==> src/rtl/hazard_ctrl_pkg.sv <==
// Shared definitions for the hazard unit: forward-select encodings, W-stage
// tnew and default MDU latencies.
package hazard_ctrl_pkg;

  typedef enum logic [1:0] {
    FWD_RF = 2'd0,
    FWD_E  = 2'd1,
    FWD_M  = 2'd2,
    FWD_W  = 2'd3
  } fwd_sel_e;

  // A result in W is always ready; TNEW_W only names that stage's depth.
  typedef enum logic [2:0] {
    TNEW_0 = 3'd0,
    TNEW_1 = 3'd1,
    TNEW_2 = 3'd2,
    TNEW_W = 3'd3
  } tnew_e;

  localparam int MULT_CYCLES_DEF = 5;
  localparam int DIV_CYCLES_DEF  = 10;

  // Width needed to hold the longer of the two MDU latencies.
  function automatic int md_cnt_width(input int mult_cycles, input int div_cycles);
    int longest;
    longest = (mult_cycles > div_cycles) ? mult_cycles : div_cycles;
    return (longest < 1) ? 1 : $clog2(longest + 1);
  endfunction

endpackage

==> src/rtl/hazard_ctrl_if.sv <==
// Pipeline-side bundle of the hazard unit: D-stage sources, E/M/W write-back
// info, MDU start strobe, and the stall/forward results.
interface hazard_ctrl_if;
  logic [4:0] a1_d;
  logic [4:0] a2_d;
  logic [2:0] tuse_rs_d;
  logic [2:0] tuse_rt_d;
  logic       md_use_d;
  logic [4:0] a3_e;
  logic       regwrite_e;
  logic [2:0] tnew_e;
  logic [4:0] a3_m;
  logic       regwrite_m;
  logic [2:0] tnew_m;
  logic [4:0] a3_w;
  logic       regwrite_w;
  logic       md_start_e;
  logic       md_div_e;
  logic       stall;
  logic       md_busy;
  logic [1:0] fwd_rs_d;
  logic [1:0] fwd_rt_d;

  modport master (
    output a1_d, a2_d, tuse_rs_d, tuse_rt_d, md_use_d,
    output a3_e, regwrite_e, tnew_e, a3_m, regwrite_m, tnew_m,
    output a3_w, regwrite_w, md_start_e, md_div_e,
    input  stall, md_busy, fwd_rs_d, fwd_rt_d
  );

  modport slave (
    input  a1_d, a2_d, tuse_rs_d, tuse_rt_d, md_use_d,
    input  a3_e, regwrite_e, tnew_e, a3_m, regwrite_m, tnew_m,
    input  a3_w, regwrite_w, md_start_e, md_div_e,
    output stall, md_busy, fwd_rs_d, fwd_rt_d
  );
endinterface

==> src/rtl/hazard_ctrl_md_busy_timer.sv <==
// MDU countdown: loads the mult/div latency on a start pulse while idle and
// counts down to zero; busy while non-zero.
module md_busy_timer
  import hazard_ctrl_pkg::*;
#(
  parameter int MULT_CYCLES = MULT_CYCLES_DEF,
  parameter int DIV_CYCLES  = DIV_CYCLES_DEF
) (
  input  logic clk,
  input  logic reset,
  input  logic load,
  input  logic is_div,
  output logic busy
);

  localparam int W = md_cnt_width(MULT_CYCLES, DIV_CYCLES);

  logic [W-1:0] md_cnt_q;
  logic [W-1:0] md_cnt_d;

  // A start while counting is dropped: the stall keeps a second MDU op out of E.
  always_comb begin
    md_cnt_d = md_cnt_q;
    if (md_cnt_q != '0) begin
      md_cnt_d = md_cnt_q - 1'b1;
    end else if (load) begin
      md_cnt_d = is_div ? W'(DIV_CYCLES) : W'(MULT_CYCLES);
    end
  end

  // NOTE: state uses non-blocking assignments so every flop samples the pre-edge values.
  always_ff @(posedge clk or posedge reset) begin
    if (reset) md_cnt_q <= '0;
    else       md_cnt_q <= md_cnt_d;
  end

  assign busy = (md_cnt_q != '0);

endmodule

==> src/rtl/hazard_ctrl.sv <==
// Hazard unit: D-stage stall and forward selects plus MDU busy tracking.
// Optional stall counter enabled by defining HAZARD_STALL_CNT_EN.
module hazard_ctrl
  import hazard_ctrl_pkg::*;
#(
  parameter int MULT_CYCLES = MULT_CYCLES_DEF,
  parameter int DIV_CYCLES  = DIV_CYCLES_DEF,
  parameter int CNT_W       = 32
) (
  input  logic             clk,
  input  logic             reset,
  hazard_ctrl_if.slave     hz,
  output logic [CNT_W-1:0] stall_cnt
);

  function automatic logic src_match(input logic [4:0] src, input logic [4:0] a3,
                                     input logic rw);
    return rw && (a3 == src) && (src != 5'd0);
  endfunction

  function automatic fwd_sel_e fwd_pick(input logic hit_e, input logic hit_m,
                                        input logic hit_w, input logic [2:0] tnew_e,
                                        input logic [2:0] tnew_m);
    if (hit_e && tnew_e == 3'd0)      return FWD_E;
    else if (hit_m && tnew_m == 3'd0) return FWD_M;
    else if (hit_w)                   return FWD_W;
    else                              return FWD_RF;
  endfunction

  logic e_rs, m_rs, w_rs, e_rt, m_rt, w_rt;
  logic stall_rs, stall_rt, stall_md, stall;
  logic md_busy;

  assign e_rs = src_match(hz.a1_d, hz.a3_e, hz.regwrite_e);
  assign m_rs = src_match(hz.a1_d, hz.a3_m, hz.regwrite_m);
  assign w_rs = src_match(hz.a1_d, hz.a3_w, hz.regwrite_w);
  assign e_rt = src_match(hz.a2_d, hz.a3_e, hz.regwrite_e);
  assign m_rt = src_match(hz.a2_d, hz.a3_m, hz.regwrite_m);
  assign w_rt = src_match(hz.a2_d, hz.a3_w, hz.regwrite_w);

  // W has already produced its value, so only E and M can force a wait.
  assign stall_rs = (e_rs && (hz.tnew_e > hz.tuse_rs_d)) ||
                    (m_rs && (hz.tnew_m > hz.tuse_rs_d));
  assign stall_rt = (e_rt && (hz.tnew_e > hz.tuse_rt_d)) ||
                    (m_rt && (hz.tnew_m > hz.tuse_rt_d));

  md_busy_timer #(
    .MULT_CYCLES (MULT_CYCLES),
    .DIV_CYCLES  (DIV_CYCLES)
  ) u_md_timer (
    .clk    (clk),
    .reset  (reset),
    .load   (hz.md_start_e),
    .is_div (hz.md_div_e),
    .busy   (md_busy)
  );

  // The start cycle itself counts: the MDU is claimed before the timer loads.
  assign stall_md = hz.md_use_d && (md_busy || hz.md_start_e);
  assign stall    = stall_rs || stall_rt || stall_md;

  assign hz.stall    = stall;
  assign hz.md_busy  = md_busy;
  assign hz.fwd_rs_d = fwd_pick(e_rs, m_rs, w_rs, hz.tnew_e, hz.tnew_m);
  assign hz.fwd_rt_d = fwd_pick(e_rt, m_rt, w_rt, hz.tnew_e, hz.tnew_m);

`ifdef HAZARD_STALL_CNT_EN
  logic [CNT_W-1:0] stall_cnt_q;
  logic [CNT_W-1:0] stall_cnt_d;

  // Saturate rather than wrap so a long run never reads back as few stalls.
  always_comb begin
    stall_cnt_d = stall_cnt_q;
    if (stall && !(&stall_cnt_q)) stall_cnt_d = stall_cnt_q + 1'b1;
  end

  always_ff @(posedge clk or posedge reset) begin
    if (reset) stall_cnt_q <= '0;
    else       stall_cnt_q <= stall_cnt_d;
  end

  assign stall_cnt = stall_cnt_q;
`else
  assign stall_cnt = '0;
`endif

endmodule

==> src/flat_wrapper.sv <==
// flat-port wrapper written by rule: the top's interface ports become plain ports
module hazard_ctrl_flat import hazard_ctrl_pkg::*;
#(
  parameter int MULT_CYCLES = MULT_CYCLES_DEF,
  parameter int DIV_CYCLES  = DIV_CYCLES_DEF,
  parameter int CNT_W       = 32
)
  (clk, reset, stall_cnt, hz_a1_d, hz_a2_d, hz_tuse_rs_d, hz_tuse_rt_d, hz_md_use_d, hz_a3_e, hz_regwrite_e, hz_tnew_e, hz_a3_m, hz_regwrite_m, hz_tnew_m, hz_a3_w, hz_regwrite_w, hz_md_start_e, hz_md_div_e, hz_stall, hz_md_busy, hz_fwd_rs_d, hz_fwd_rt_d);
  hazard_ctrl_if hz_i ();
  input  logic clk;
  input  logic reset;
  output logic [CNT_W-1:0] stall_cnt;
  input wire logic [$bits(hz_i.a1_d)-1:0] hz_a1_d;
  input wire logic [$bits(hz_i.a2_d)-1:0] hz_a2_d;
  input wire logic [$bits(hz_i.tuse_rs_d)-1:0] hz_tuse_rs_d;
  input wire logic [$bits(hz_i.tuse_rt_d)-1:0] hz_tuse_rt_d;
  input wire logic [$bits(hz_i.md_use_d)-1:0] hz_md_use_d;
  input wire logic [$bits(hz_i.a3_e)-1:0] hz_a3_e;
  input wire logic [$bits(hz_i.regwrite_e)-1:0] hz_regwrite_e;
  input wire logic [$bits(hz_i.tnew_e)-1:0] hz_tnew_e;
  input wire logic [$bits(hz_i.a3_m)-1:0] hz_a3_m;
  input wire logic [$bits(hz_i.regwrite_m)-1:0] hz_regwrite_m;
  input wire logic [$bits(hz_i.tnew_m)-1:0] hz_tnew_m;
  input wire logic [$bits(hz_i.a3_w)-1:0] hz_a3_w;
  input wire logic [$bits(hz_i.regwrite_w)-1:0] hz_regwrite_w;
  input wire logic [$bits(hz_i.md_start_e)-1:0] hz_md_start_e;
  input wire logic [$bits(hz_i.md_div_e)-1:0] hz_md_div_e;
  output wire logic [$bits(hz_i.stall)-1:0] hz_stall;
  output wire logic [$bits(hz_i.md_busy)-1:0] hz_md_busy;
  output wire logic [$bits(hz_i.fwd_rs_d)-1:0] hz_fwd_rs_d;
  output wire logic [$bits(hz_i.fwd_rt_d)-1:0] hz_fwd_rt_d;
  assign hz_i.a1_d = hz_a1_d;
  assign hz_i.a2_d = hz_a2_d;
  assign hz_i.tuse_rs_d = hz_tuse_rs_d;
  assign hz_i.tuse_rt_d = hz_tuse_rt_d;
  assign hz_i.md_use_d = hz_md_use_d;
  assign hz_i.a3_e = hz_a3_e;
  assign hz_i.regwrite_e = hz_regwrite_e;
  assign hz_i.tnew_e = hz_tnew_e;
  assign hz_i.a3_m = hz_a3_m;
  assign hz_i.regwrite_m = hz_regwrite_m;
  assign hz_i.tnew_m = hz_tnew_m;
  assign hz_i.a3_w = hz_a3_w;
  assign hz_i.regwrite_w = hz_regwrite_w;
  assign hz_i.md_start_e = hz_md_start_e;
  assign hz_i.md_div_e = hz_md_div_e;
  assign hz_stall = hz_i.stall;
  assign hz_md_busy = hz_i.md_busy;
  assign hz_fwd_rs_d = hz_i.fwd_rs_d;
  assign hz_fwd_rt_d = hz_i.fwd_rt_d;
  hazard_ctrl #(.MULT_CYCLES(MULT_CYCLES), .DIV_CYCLES(DIV_CYCLES), .CNT_W(CNT_W)) u_core (.clk(clk), .reset(reset), .hz(hz_i), .stall_cnt(stall_cnt));
endmodule
==> config.mk <==
export PLATFORM = sky130hd
export DESIGN_NAME = hazard_ctrl_flat
export DESIGN_NICKNAME = d
export VERILOG_FILES = /design/src/rtl/hazard_ctrl_pkg.sv /design/src/rtl/hazard_ctrl_if.sv /design/src/rtl/hazard_ctrl_md_busy_timer.sv /design/src/rtl/hazard_ctrl.sv /design/src/flat_wrapper.sv
export SDC_FILE = /design/constraint.sdc
export NUM_CORES = 1
export LEC_CHECK = 0
export BUFFER_PORTS_ARGS = -buffer_cell sky130_fd_sc_hd__buf_2
export CAP_MARGIN = 40
export CORE_MARGIN = 2
export CORE_UTILIZATION = 42
export DETAILED_ROUTE_END_ITERATION = 16
export PLACE_DENSITY = 0.79
export SLEW_MARGIN = 25
export SYNTH_ARGS = -nofsm -noshare
export SYNTH_HDL_FRONTEND = slang
export SYNTH_SLANG_ARGS = --single-unit
export TNS_END_PERCENT = 1
==> constraint.sdc <==
create_clock -name clk -period 1.9 [get_ports clk]
set_input_delay 0.285 -clock clk [delete_from_list [all_inputs] [get_ports clk]]
set_output_delay 0.285 -clock clk [all_outputs]
set_load 0.005 [all_outputs]
# After elaboration in Yosys (flattened, before gate mapping)
# Index checks and enable logic that the tools add are counted.
# classes
add_sub_neg	1
mul	0
n_div	0
magnitude_cmp	4
eq_ne	6
shift	0
muxes	9
bitwise	0
reduce_logical	32
# op_table
operator	n
5-bit == test	6
1-bit logical AND	21
3-bit > comparator	4
2-bit two-way mux	6
4-bit two-way mux	3
5-bit nonzero test	2
3-bit logical NOT	2
1-bit logical OR	5
4-bit nonzero test	1
4-bit by 1-bit subtractor with 4-bit output (second input constant)	1
2-bit nonzero test	1
# totals
ff_bits	4
latchBits	0
mem_bits_rw	0
romBits	0
wordCells	53
mem_count	0

# Depth between registers and ports, before layout
# Gate-level depths: netlist (run 1).
# logic_depth
ltp_word	7
ltp_mapped	7

# By module
# From an unflattened synthesis (run 1), not the netlist that was laid out.
# hier_totals
cells_unflattened	158
hier_area_um2	1229.9
# modules_own_cells
module	instances	cells_each	area_per_inst_um2	seq_area_each_um2
hazard_ctrl	1	132	993.5	0.0
md_busy_timer	1	26	236.5	100.1

# Worst setup path after synthesis (run 1)
# OpenSTA, ideal clock, no wires.
# synth_timing
path_type	input-to-output
startpoint	input port hz_a1_d[1]
endpoint	output port hz_fwd_rs_d[0]
t_arrival_ps	1384
setup_slack_ps	231
path_stages	5
path_buffers	0
cell_sequence	or4_4 nor2_4 nor4_2 and2_4 o41ai_2
# synth_between
elab_chain_cells	6
elab_cells_between_ends	15
# synth_lines
element	line_no	source
start: declaration	flat_wrapper.sv:13	input wire logic [$bits(hz_i.a1_d)-1:0] hz_a1_d;
5-bit == test	hazard_ctrl.sv:18	return rw && (a3 == src) && (src != 5'd0);
1-bit logical AND (2 in a row)	hazard_ctrl.sv:18	
2-bit two-way mux or 1-bit logical AND (tied branches)	hazard_ctrl.sv:26, hazard_ctrl.sv:25	
2-bit two-way mux	hazard_ctrl.sv:25	else if (hit_m && tnew_m == 3'd0) return FWD_M;
2-bit two-way mux *	hazard_ctrl.sv:24	if (hit_e && tnew_e == 3'd0) return FWD_E;
end: declaration	flat_wrapper.sv:30	output wire logic [$bits(hz_i.fwd_rs_d)-1:0] hz_fwd_rs_d;
# Mark *: on every way between the ends. The rest lies on a longest branch, timed or not.

# Worst setup path in the final report (run 1)
# layout_timing
startpoint	input port hz_a1_d[1]
endpoint	output port hz_stall
# layout_between
elab_chain_cells	7
elab_cells_between_ends	12
# layout_lines
element	line_no	source
5-bit == test	hazard_ctrl.sv:18	
1-bit logical AND (2 in a row)	hazard_ctrl.sv:18	
1-bit logical AND (on tied branches)	hazard_ctrl.sv:42, hazard_ctrl.sv:43	
1-bit logical OR *	hazard_ctrl.sv:42	assign stall_rs = (e_rs && (hz.tnew_e > hz.tuse_rs_d)) ||
1-bit logical OR * (2 in a row)	hazard_ctrl.sv:60	assign stall = stall_rs || stall_rt || stall_md;
end: declaration	flat_wrapper.sv:28	output wire logic [$bits(hz_i.stall)-1:0] hz_stall;
# Marked as above.

==> results of run 1 <==
## worst max-delay path by stage
stage	end	slack [ps]	cells after the start
final	hz_stall	-40	8
after global routing	hz_stall	-90	8
after CTS	hz_stall	-50	8
after detailed placement	hz_stall	-110	8
after global placement	hz_stall	-100	8
after floorplan	hz_fwd_rs_d[0]	230	5
## layer usage
metal	up-vias	wire, um
met5	-	0
met4	0	63
met3	8	185
met2	56	1560
met1	557	1250
li1	632	-
## critical path: cells and delay by family
family | cells | cell delay, ps
AO/OA/AOI/OAI | 1 | 150
AND/OR/NAND/NOR | 4 | 830
buffers and inverters | 3 | 390
## placed cells by master (no fill, tap or decap), types with 2 or more instances in the layout
master / n
sky130_fd_sc_hd__o21a_1: 4
sky130_fd_sc_hd__nand2b_1: 5
sky130_fd_sc_hd__nor4_2: 2
sky130_fd_sc_hd__xnor2_1: 16
sky130_fd_sc_hd__a222oi_1: 2
sky130_fd_sc_hd__buf_4: 15
sky130_fd_sc_hd__buf_2: 50
sky130_fd_sc_hd__nor3_1: 3
sky130_fd_sc_hd__nor2_4: 2
sky130_fd_sc_hd__nor2_1: 3
sky130_fd_sc_hd__nand3_1: 3
sky130_fd_sc_hd__a32oi_1: 2
sky130_fd_sc_hd__nand4_1: 5
sky130_fd_sc_hd__clkbuf_4: 3
sky130_fd_sc_hd__conb_1: 32
sky130_fd_sc_hd__o2111ai_1: 2
sky130_fd_sc_hd__o211ai_1: 3
sky130_fd_sc_hd__dfrtp_1: 4
sky130_fd_sc_hd__nor2b_1: 5
sky130_fd_sc_hd__nand2_1: 7
sky130_fd_sc_hd__a21oi_1: 2
sky130_fd_sc_hd__xor2_1: 8
sky130_fd_sc_hd__ha_1: 13
sky130_fd_sc_hd__inv_1: 17
sky130_fd_sc_hd__or4_4: 2
sky130_fd_sc_hd__o21ai_0: 8
## power by group through the flow
stage | logic, mW | registers, mW | clock network, mW
6_report | 0.435 | 0.167 | 0.107
5_1_grt | 0.502 | 0.174 | 0.111
3_3_place_gp | 0.410 | 0.167 | 0
4_1_cts | 0.434 | 0.166 | 0.108
3_5_place_dp | 0.422 | 0.168 | 0
2_1_floorplan | 0.308 | 0.160 | 0
## final cells by class
cell class / instances / share of cell area, %
multi-input cells: 139 / 62.1
well taps: 31 / 2.46
flip-flops and latches: 4 / 6.34
repair buffers: 66 / 23.6
clock buffers: 3 / 1.43
inverters: 17 / 4.04
## repair_timing
item / 4_1_cts / 5_1_grt
buffers inserted: 1 / 0
gates resized for setup: 6 / 1
pin swaps: 3 / 2
endpoints found under the setup margin: 4 / 5
hold buffers: 1 / 0
endpoints found under the hold margin: 4 / 0
## kinds of logic (layout without fill, tap and decap cells)
| group | count (synthesis) | after routing | share of synthesized area [%] |
|---|---|---|---|
| buf+inv | 49 | 86 | 24.6 |
| simple gates | 43 | 43 | 21.2 |
| compound gates | 27 | 27 | 15.7 |
| xor+xnor | 24 | 24 | 17.0 |
| fa+ha+maj | 13 | 13 | 13.2 |
| flops | 4 | 4 | 8.10 |
| other cells | 1 | 32 | 0.303 |
==> parameters.txt, run 1 <==
Parameter                              Value

STA
  Fin. max-slew vios    0
  Final Cycle Share    102%
  Total negative slack    -75.4 ps
  Final count of negative-setup-slack endpoints    2
  F_max    516 MHz
  Unrepaired setup endpoints after global routing    true
  Count of endpoints failing hold in the final timing report    0
  Min setup slack post-route    -38.8 ps
  Hold Worst Slack    415 ps
  Final clock skew    2.03 ps
  Final critical-path required period    1940 ps

Global routing
  Met1 usage    21.7%
  Number of global-route vias before repair    1246
  Fraction of met2 tracks used by global routing    35.6%
  Total GRT Usage    18.9%
  Maximum number of pins on one net before global-route repair    6
  Initial antenna violation count    0
  Layer with the highest usage after global routing    met2
  Leftover overflow at the end of global routing    0
  GRT met3 Usage    2.23%
  Wire length of the first global-routing pass    5030 um

Min path
  Beginning of the worst hold path    hz_md_div_e
  Hold Path Depth    4
  Type of the most critical hold path    in -> reg
  End of the worst hold path    u_core.u_md_timer.md_cnt_q[0]$_DFFE_PP0N_

Pwr
  Total power per unit cell area    449 nW/um2
  Leak pwr    0.838 nW
  Part of the power in the clock network    15.1%
  Total power after layout    0.710 mW
  Switching power of the nets    0.296 mW
  Seq pwr share    23.6%
  Worst vdd rail ir drop    0.467 mV
  Sw Ratio    41.7%
  Internal power component    0.414 mW
  Comb pwr share    61.3%

Floorplanning
  FP Rows    19
  Total core area    2780 um2
  Initial cell density of the core    44.4%
  Die Width    58.3 um
  Die Outline Area    3390 um2
  Total I/O pin count    83
  Height of the chip    58.3 um

Synth
  Area leader, netlist    sky130_fd_sc_hd__buf_4
  Share of flip-flops with an asynchronous set or reset    100%
  EDFF count, synth    0
  Total of warnings raised by yosys    0
  Syn Inst Count    161
  Average footprint of a synthesized cell    7.68 um2
  Post-synthesis sequential element count    4
  Top-area cell type share of the netlist area    19.4%
  Most used standard cells in the synthesized netlist    sky130_fd_sc_hd__buf_4, sky130_fd_sc_hd__inv_1, sky130_fd_sc_hd__xnor2_1
  Most repeated cell in the gate-level netlist after synthesis    sky130_fd_sc_hd__buf_4
  Largest cells by area after synthesis    sky130_fd_sc_hd__buf_4, sky130_fd_sc_hd__ha_1, sky130_fd_sc_hd__xnor2_1
  Primary FF master, synth    sky130_fd_sc_hd__dfrtp_1
  Count of unique library cells instantiated by Yosys    34
  Sequential area share after synthesis    8.10%
  Combined area of all synthesized cells    1240 um2

Final layout
  Area taken by flip-flops and latches    100 um2
  Largest registers in the final layout    u_core.u_md_timer.md_cnt_q (4)
  Register ranked first by flip-flop count    u_core.u_md_timer.md_cnt_q
  Final Net Count    289
  Multi-input logic area    981 um2
  Fraction of final layout cells with drive strength greater than 1    33.6%
  Count of fill cells added during filler insertion    271
  Post-route design area    1580 um2
  Antenna diode instance count    0
  Max FFs per register    4
  Finished Core Util    56.8%
  Area added between synthesis and finish    27.7%
  Final cell count without fillers    260

Setup path
  Cell-by-cell trace of the critical path    buf_2, or4_4, nor2_4, nor4b_1, buf_4, a32oi_1, nand4_1, buf_2
  Startpoint type of the worst setup path    input port
  Minimum setup slack among reg-to-reg paths    530 ps
  Critical-path cell with the highest stage delay    sky130_fd_sc_hd__or4_4
  Startpoint of the worst setup timing path    hz_a1_d[1]
  Reg-to-Reg Start    u_core.u_md_timer.md_cnt_q[0]$_DFFE_PP0N_
  CP most frequent cell    sky130_fd_sc_hd__buf_2
  Register-to-Register Path Depth    6
  Endpoint type of the worst setup path    primary output
  Class of the most critical setup path    in -> out
  Maximum cell stage delay along the critical path    540 ps
  Largest driver fanout on the critical path    3
  Worst R2R End    u_core.u_md_timer.md_cnt_q[0]$_DFFE_PP0N_
  Required time of the critical path    1620 ps
  Arrival time of data at the critical path endpoint    1650 ps

Clocking
  Clock root cell    sky130_fd_sc_hd__clkbuf_4
  Number of CTS-inserted buffers    3
  Sink count of the clock tree    4
  Clock latency reported for the late side of the worst-skew pair    240 ps
  H-tree depth    1
  Clock slew seen by the registers of the worst setup and hold paths    40 ps
  Clock tree from TritonCTS    yes
  Number of buffers on the longest clock path    2

Drt
  Post-Route WL    3050 um
  Average via count per standard cell    4.82
  DRC Markers    0
  Antenna Nets Post-Route    0
  DR pass1 iterations    4
  Vias    1253
  First DRT Iteration DRCs    56
  Routed len/inst    11.7 um

Flow run
  Max Cap Viol    0

Place
  DP Cell Count    256
  HPWL after detailed placement    2670 um
  IO Port Bufs    50
  Instance area after placement    1510 um2
  Routability congestion estimate    0.918
  Pre-CTS WS    -109 ps

Run status
  Result of the run    complete, but fails checks
  Violations in the final reports    negative setup slack
(Power assumes the default switching activity.)
==> run 2: changes to the inputs <==
Settings changed: ABC_AREA set to 1, CORE_MARGIN 2 to unset, CORE_UTILIZATION 42 to 45, PLACE_DENSITY 0.79 to 0.8.
==> parameters.txt, run 2 <==
Parameter                              Value

Run status
  Result of the run    finished clean

Floorplanning
  FP Rows    20 (+1)
  Total I/O pin count    83 (unchanged)
  Total core area    3050 um2 (+9.8%)
  Height of the chip    58.9 um (+1.1%)
  Die Outline Area    3470 um2 (+2.3%)
  Initial cell density of the core    47.7% (+3.3 points)
  Die Width    58.9 um (+1.1%)

Setup path
  Reg-to-Reg Start    u_core.u_md_timer.md_cnt_q[0]$_DFFE_PP0N_
  Worst R2R End    u_core.u_md_timer.md_cnt_q[0]$_DFFE_PP0N_
  Cell-by-cell trace of the critical path    inv_2, ha_4, inv_2, nor2_4, nand2_4, nor2_4, inv_2, nand2_1, nand2_1, nor2_1, nand2_1, buf_2
  Largest driver fanout on the critical path    2 (-1)
  Minimum setup slack among reg-to-reg paths    460 ps (-70 ps)
  Register-to-Register Path Depth    9 (+3)
  Arrival time of data at the critical path endpoint    1550 ps (-100 ps)
  Startpoint of the worst setup timing path    u_core.u_md_timer.md_cnt_q[0]$_DFFE_PP0N_
  Maximum cell stage delay along the critical path    390 ps (-150 ps)
  Critical-path cell with the highest stage delay    sky130_fd_sc_hd__dfrtp_1
  CP endpoint    hz_stall
  Required time of the critical path    1620 ps (about the same)
  Startpoint type of the worst setup path    register
  Class of the most critical setup path    reg -> out
  Endpoint type of the worst setup path    primary output

Clocking
  Number of CTS-inserted buffers    3 (unchanged)
  Number of buffers on the longest clock path    2 (unchanged)
  Sink count of the clock tree    4 (unchanged)
  Clock slew seen by the registers of the worst setup and hold paths    40 ps (about the same)
  Clock tree from TritonCTS    yes
  H-tree depth    1 (unchanged)
  Clock root cell    sky130_fd_sc_hd__clkbuf_4
  Clock latency reported for the late side of the worst-skew pair    230 ps (about the same)

Drt
  DRC Markers    0 (unchanged)
  First DRT Iteration DRCs    49 (-13%)
  Antenna Nets Post-Route    0 (unchanged)
  Routed len/inst    8.88 um (-24%)
  Vias    1533 (+22%)
  Average via count per standard cell    4.28 (-11%)
  DR pass1 iterations    4 (unchanged)
  Post-Route WL    3180 um (+4.1%)

Global routing
  Total GRT Usage    19.4% (+0.55 points)
  Leftover overflow at the end of global routing    0 (unchanged)
  Maximum number of pins on one net before global-route repair    7 (+1)
  Initial antenna violation count    0 (unchanged)
  Wire length of the first global-routing pass    5300 um (+5.3%)
  Number of global-route vias before repair    1353 (+8.6%)

Synth
  Most used standard cells in the synthesized netlist    sky130_fd_sc_hd__nand2_1, sky130_fd_sc_hd__inv_1, sky130_fd_sc_hd__buf_4
  EDFF count, synth    0 (unchanged)
  Sequential area share after synthesis    6.87% (-1.2 points)
  Total of warnings raised by yosys    0 (unchanged)
  Average footprint of a synthesized cell    5.74 um2 (-25%)
  Largest cells by area after synthesis    sky130_fd_sc_hd__nand2_1, sky130_fd_sc_hd__buf_4, sky130_fd_sc_hd__ha_1
  Count of unique library cells instantiated by Yosys    29 (-15%)
  Syn Inst Count    254 (+58%)
  Combined area of all synthesized cells    1460 um2 (+18%)
  Most repeated cell in the gate-level netlist after synthesis    sky130_fd_sc_hd__nand2_1
  Post-synthesis sequential element count    4 (unchanged)
  Area leader, netlist    sky130_fd_sc_hd__nand2_1
  Top-area cell type share of the netlist area    18.3% (-1.1 points)
  Primary FF master, synth    sky130_fd_sc_hd__dfrtp_1
  Share of flip-flops with an asynchronous set or reset    100% (unchanged)

STA
  Min setup slack post-route    65.5 ps (+104 ps)
  Final clock skew    1.31 ps (-0.723 ps)
  F_max    545 MHz (+5.7%)
  Fin. max-slew vios    0 (unchanged)
  Unrepaired setup endpoints after global routing    true
  Hold Worst Slack    350 ps (-65.2 ps)
  Final critical-path required period    1830 ps (-104 ps)
  Final count of negative-setup-slack endpoints    0 (-2)
  Count of endpoints failing hold in the final timing report    0 (unchanged)
  Final Cycle Share    96.6% (-5.5 points)
  Total negative slack    0 ps (+75.4 ps)

Final layout
  Final cell count without fillers    358 (+38%)
  Antenna diode instance count    0 (unchanged)
  Post-route design area    1740 um2 (+10%)
  Multi-input logic area    1060 um2 (+7.7%)
  Largest registers in the final layout    u_core.u_md_timer.md_cnt_q (4)
  Finished Core Util    57.0% (+0.28 points)
  Final Net Count    374 (+29%)
  Register ranked first by flip-flop count    u_core.u_md_timer.md_cnt_q
  Area taken by flip-flops and latches    100 um2 (unchanged)
  Count of fill cells added during filler insertion    340 (+25%)
  Highest-count cells in the layout ignoring fill and taps    sky130_fd_sc_hd__nand2_1, sky130_fd_sc_hd__buf_2, sky130_fd_sc_hd__inv_1
  Fraction of final layout cells with drive strength greater than 1    29.0% (-4.6 points)
  Area added between synthesis and finish    19.5%
  Most common cell after layout, fill and taps aside    sky130_fd_sc_hd__nand2_1
  Max FFs per register    4 (unchanged)

Place
  IO Port Bufs    50 (unchanged)
  Pre-CTS WS    135 ps (+245 ps)
  DP Cell Count    347 (+36%)
  HPWL after detailed placement    2780 um (+4.2%)
  Instance area after placement    1640 um2 (+8.3%)
  Routability congestion estimate    0.877 (-4.5%)

Pwr
  Leak pwr    1.11 nW (+33%)
  Total power per unit cell area    526 nW/um2 (+17%)
  Worst vdd rail ir drop    0.499 mV (+6.7%)
  Total power after layout    0.915 mW (+29%)

Min path
  Type of the most critical hold path    in -> reg

Flow run
  Max Cap Viol    0 (unchanged)
[run 2: cell types whose count changed in the layout (fill, tap and decap cells not counted), moves of 6 or more]
cell,before,now
sky130_fd_sc_hd__nand3_1,3,13
sky130_fd_sc_hd__xnor2_1,16,6
sky130_fd_sc_hd__nor2_1,3,18
sky130_fd_sc_hd__a21oi_1,2,9
sky130_fd_sc_hd__inv_2,0,15
sky130_fd_sc_hd__inv_1,17,36
sky130_fd_sc_hd__o21ai_0,8,2
sky130_fd_sc_hd__buf_4,15,7
sky130_fd_sc_hd__nor2_2,0,6
sky130_fd_sc_hd__nand2_1,7,71
[run 2: layout make-up]
| type | instances | share of cell area, % |
|---|---|---|
| multi-input combinational | 197 | 60.6 |
| sequential | 4 | 5.75 |
| tap | 44 | 3.16 |
| timing repair buffer | 58 | 18.0 |
| clock buffer | 3 | 1.29 |
| inverter | 52 | 11.2 |
[run 2: critical path, delay by kind of cell, from the launching register on]
| kind | cells | cell delay (ps) |
|---|---|---|
| and+or+nand+nor | 7 | 520 |
| DFF | 1 | 390 |
| buffers and inverters | 4 | 280 |
| adders and majority gates | 1 | 130 |
[run 2: repair_timing]
action / CTS / global route
gates resized for setup: 5 / 0
hold buffers: 1 / 0
setup buffers: 4 / 3
hold endpoints to repair: 4 / 0
pin swaps: 3 / 7
endpoints found under the setup margin: 1 / 1
[run 2: how the worst min path moves through the flow]
stage,startpoint,cells after the start,endpoint
2_1_floorplan,reset,1,u_core.u_md_timer.md_cnt_q[0]$_DFFE_PP0N_
5_1_grt,hz_md_div_e,3,u_core.u_md_timer.md_cnt_q[3]$_DFFE_PP0N_
3_3_place_gp,reset,2,u_core.u_md_timer.md_cnt_q[2]$_DFFE_PP0N_
3_5_place_dp,reset,2,u_core.u_md_timer.md_cnt_q[2]$_DFFE_PP0N_
4_1_cts,hz_md_div_e,3,u_core.u_md_timer.md_cnt_q[3]$_DFFE_PP0N_
6_report,hz_md_div_e,3,u_core.u_md_timer.md_cnt_q[3]$_DFFE_PP0N_
[run 2: layer usage]
metal	routed length [um]	up-vias	track usage, %	part of all wire, %
met2	1550	57	35.1	49
met3	180	2	1.76	5.7
met5	0	-	0	0
met4	16	0	4.76	0.50
li1	-	834	-	-
met1	1430	640	24.7	45
[run 2: kinds of logic after synthesis]
family          synth area share, %
fa+ha+maj                      11.2
other cells                   0.257
compound gates                 8.07
buf+inv                        29.9
simple gates                   38.4
xor+xnor                       5.41
flops                          6.87
[run 2: power by group]
part / total [mW] / leakage, nW / internal (mW) / switching, mW
logic: 0.647 / 1.05 / 0.304 / 0.344
clock network: 0.101 / 0.0138 / 0.0704 / 0.0311
registers: 0.167 / 0.0480 / 0.132 / 0.0353
==> run 3: changes to the inputs <==
--- a/constraint.sdc
+++ b/constraint.sdc
@@ -3,2 +3,2 @@
 set_output_delay 0.285 -clock clk [all_outputs]
-set_load 0.005 [all_outputs]
+set_load 0.02 [all_outputs]
==> parameters.txt, run 3 (synthesized netlist as in run 2, its figures left out) <==
Parameter                              Value

Run status
  Result of the run    finished clean

STA
  F_max    544 MHz (-0.23%)
  Count of endpoints failing hold in the final timing report    0 (unchanged)
  Hold Worst Slack    357 ps (+7.20 ps)
  Unrepaired setup endpoints after global routing    true
  Final Cycle Share    96.8% (+0.22 points)
  Final clock skew    2.47 ps (+1.16 ps)
  Final count of negative-setup-slack endpoints    0 (unchanged)
  Fin. max-slew vios    0 (unchanged)
  Final critical-path required period    1840 ps (+4.18 ps)

Min path
  Hold Path Depth    3 (unchanged)
  Beginning of the worst hold path    hz_md_div_e
  Type of the most critical hold path    in -> reg
  End of the worst hold path    u_core.u_md_timer.md_cnt_q[3]$_DFFE_PP0N_

Setup path
  Maximum cell stage delay along the critical path    380 ps (about the same)
  Register-to-Register Path Depth    10 (+1)
  Worst R2R End    u_core.u_md_timer.md_cnt_q[0]$_DFFE_PP0N_
  Required time of the critical path    1620 ps (about the same)
  Cell-by-cell trace of the critical path    inv_2, ha_4, inv_2, nor2_4, nand2_4, nor2_4, inv_2, nand2_2, nand2_1, nor2_1, nand2_1, buf_6
  Class of the most critical setup path    reg -> out
  Largest driver fanout on the critical path    2 (unchanged)
  Critical-path cell with the highest stage delay    sky130_fd_sc_hd__dfrtp_1
  Gate family responsible for the most delay along the worst path    simple AND/OR/NAND/NOR gates
  Worst path buffer plus inverter count    4 (unchanged)
  Minimum setup slack among reg-to-reg paths    380 ps (-80 ps)
  Startpoint type of the worst setup path    register
  Reg-to-Reg Start    u_core.u_md_timer.md_cnt_q[0]$_DFFE_PP0N_
  Startpoint of the worst setup timing path    u_core.u_md_timer.md_cnt_q[0]$_DFFE_PP0N_
  CP most frequent cell    sky130_fd_sc_hd__inv_2
  Endpoint type of the worst setup path    primary output
  Arrival time of data at the critical path endpoint    1550 ps (about the same)

Clocking
  Sink count of the clock tree    4 (unchanged)
  Number of CTS-inserted buffers    3 (unchanged)
  Number of buffers on the longest clock path    2 (unchanged)
  H-tree depth    1 (unchanged)
  Clock tree from TritonCTS    yes
  Clock slew seen by the registers of the worst setup and hold paths    30 ps (about the same)
  Clock latency reported for the late side of the worst-skew pair    230 ps (about the same)
  Clock root cell    sky130_fd_sc_hd__clkbuf_4

Pwr
  Internal power component    0.478 mW (-5.3%)
  Comb pwr share    71.6% (+0.9 points)
  Seq pwr share    17.4% (-0.8 points)
  Worst vdd rail ir drop    0.527 mV (+5.7%)
  Total power after layout    0.922 mW (+0.74%)
  Switching power of the nets    0.444 mW (+8.2%)
  Sw Ratio    48.1% (+3.3 points)
  Part of the power in the clock network    11.0% (about the same)
  Total power per unit cell area    531 nW/um2 (+1.1%)
  Leak pwr    1.10 nW (-0.77%)

Floorplanning
  Die Width    58.9 um (unchanged)
  Initial cell density of the core    47.7% (unchanged)
  Total core area    3050 um2 (unchanged)
  Total I/O pin count    83 (unchanged)
  FP Rows    20 (unchanged)
  Die Outline Area    3470 um2 (unchanged)
  Height of the chip    58.9 um (unchanged)

Global routing
  Wire length of the first global-routing pass    4970 um (-6.1%)
  Initial antenna violation count    0 (unchanged)
  Number of global-route vias before repair    1289 (-4.7%)
  Maximum number of pins on one net before global-route repair    7 (unchanged)
  Total GRT Usage    18.0% (-1.4 points)
  Leftover overflow at the end of global routing    0 (unchanged)

Place
  Routability congestion estimate    0.865 (-1.4%)
  HPWL after detailed placement    2700 um (-3.0%)
  IO Port Bufs    50 (unchanged)

Final layout
  Register ranked first by flip-flop count    u_core.u_md_timer.md_cnt_q
  Most common cell after layout, fill and taps aside    sky130_fd_sc_hd__nand2_1
  Highest-count cells in the layout ignoring fill and taps    sky130_fd_sc_hd__nand2_1, sky130_fd_sc_hd__buf_2, sky130_fd_sc_hd__inv_1
  Area added between synthesis and finish    19.1%
  Count of fill cells added during filler insertion    333 (-2.1%)
  Max FFs per register    4 (unchanged)
  Largest registers in the final layout    u_core.u_md_timer.md_cnt_q (4)
  Antenna diode instance count    0 (unchanged)
  Finished Core Util    56.8% (-0.20 points)
  Fraction of final layout cells with drive strength greater than 1    28.8% (-0.13 points)
  Final Net Count    372 (-0.53%)

Drt
  Post-Route WL    3080 um (-3.3%)
  DR pass1 iterations    4 (unchanged)
  Average via count per standard cell    4.32 (+0.82%)
  DRC Markers    0 (unchanged)
  Vias    1537 (+0.26%)
  Antenna Nets Post-Route    0 (unchanged)
  First DRT Iteration DRCs    37 (-24%)
  Routed len/inst    8.64 um (-2.7%)

Flow run
  Max Cap Viol    0 (unchanged)
## run 3: cell count changes in the layout (fill, tap and decap cells not counted)
cell / before / now
sky130_fd_sc_hd__buf_2: 50 / 49
sky130_fd_sc_hd__buf_6: 0 / 1
sky130_fd_sc_hd__nand2_1: 71 / 70
sky130_fd_sc_hd__nand2_2: 1 / 2
sky130_fd_sc_hd__buf_4: 7 / 5
## run 3: worst max-delay path by stage
stage          cells after the start        to  slack, ps
2_1_floorplan                     11  hz_stall        260
3_3_place_gp                      11  hz_stall        130
3_5_place_dp                      11  hz_stall        100
4_1_cts                           12  hz_stall        0.6
5_1_grt                           12  hz_stall        -40
6_report                          12  hz_stall         60
## run 3: final cells by class
class | instances | area [um2] | area share [%]
Clock buffer | 3 | 22.5 | 1.30
Inverter | 52 | 195 | 11.2
Multi-Input combinational cell | 197 | 1060 | 61.0
Sequential cell | 4 | 100 | 5.77
Tap cell | 44 | 55.1 | 3.17
Timing Repair Buffer | 56 | 304 | 17.5
## run 3: worst min-delay path: stages
cell and delay (ps):
sky130_fd_sc_hd__buf_2 110, sky130_fd_sc_hd__nand2_1 60, sky130_fd_sc_hd__a31oi_1 80
## run 3: routing by layer
layer | global-route usage [%] | vias up | wire (um)
met5 | 0 | - | 0
met1 | 22.8 | 652 | 1420
met3 | 1.32 | 0 | 178
met2 | 33.3 | 54 | 1480
met4 | 3.40 | 0 | 0
li1 | - | 831 | -
## run 3: per-stage QoR
step           TNS [ps]  setup slack, ps  instances  cell area, um2
2_1_floorplan         0              264        285            1570
3_3_place_gp          0              129        347            1640
3_5_place_dp          0              101        347            1640
4_1_cts               0            0.592        354            1710
5_1_grt           -41.7            -41.7        356            1740
6_report              0             61.3        356            1740
## run 3: what timing repair did
action,CTS,global route
cloned,0,0
hold buffers,1,0
setup endpoints to repair,1,1
pin swaps,2,6
endpoints found under the hold margin,4,0
buffers inserted,3,2
resized for setup,6,2
## run 3: power groups by stage
stage | sequential (mW) | combinational [mW] | clock (mW)
2_1_floorplan | 0.155 | 0.456 | 0
3_3_place_gp | 0.159 | 0.539 | 0
3_5_place_dp | 0.159 | 0.548 | 0
4_1_cts | 0.159 | 0.626 | 0.106
5_1_grt | 0.169 | 0.740 | 0.122
6_report | 0.161 | 0.661 | 0.101
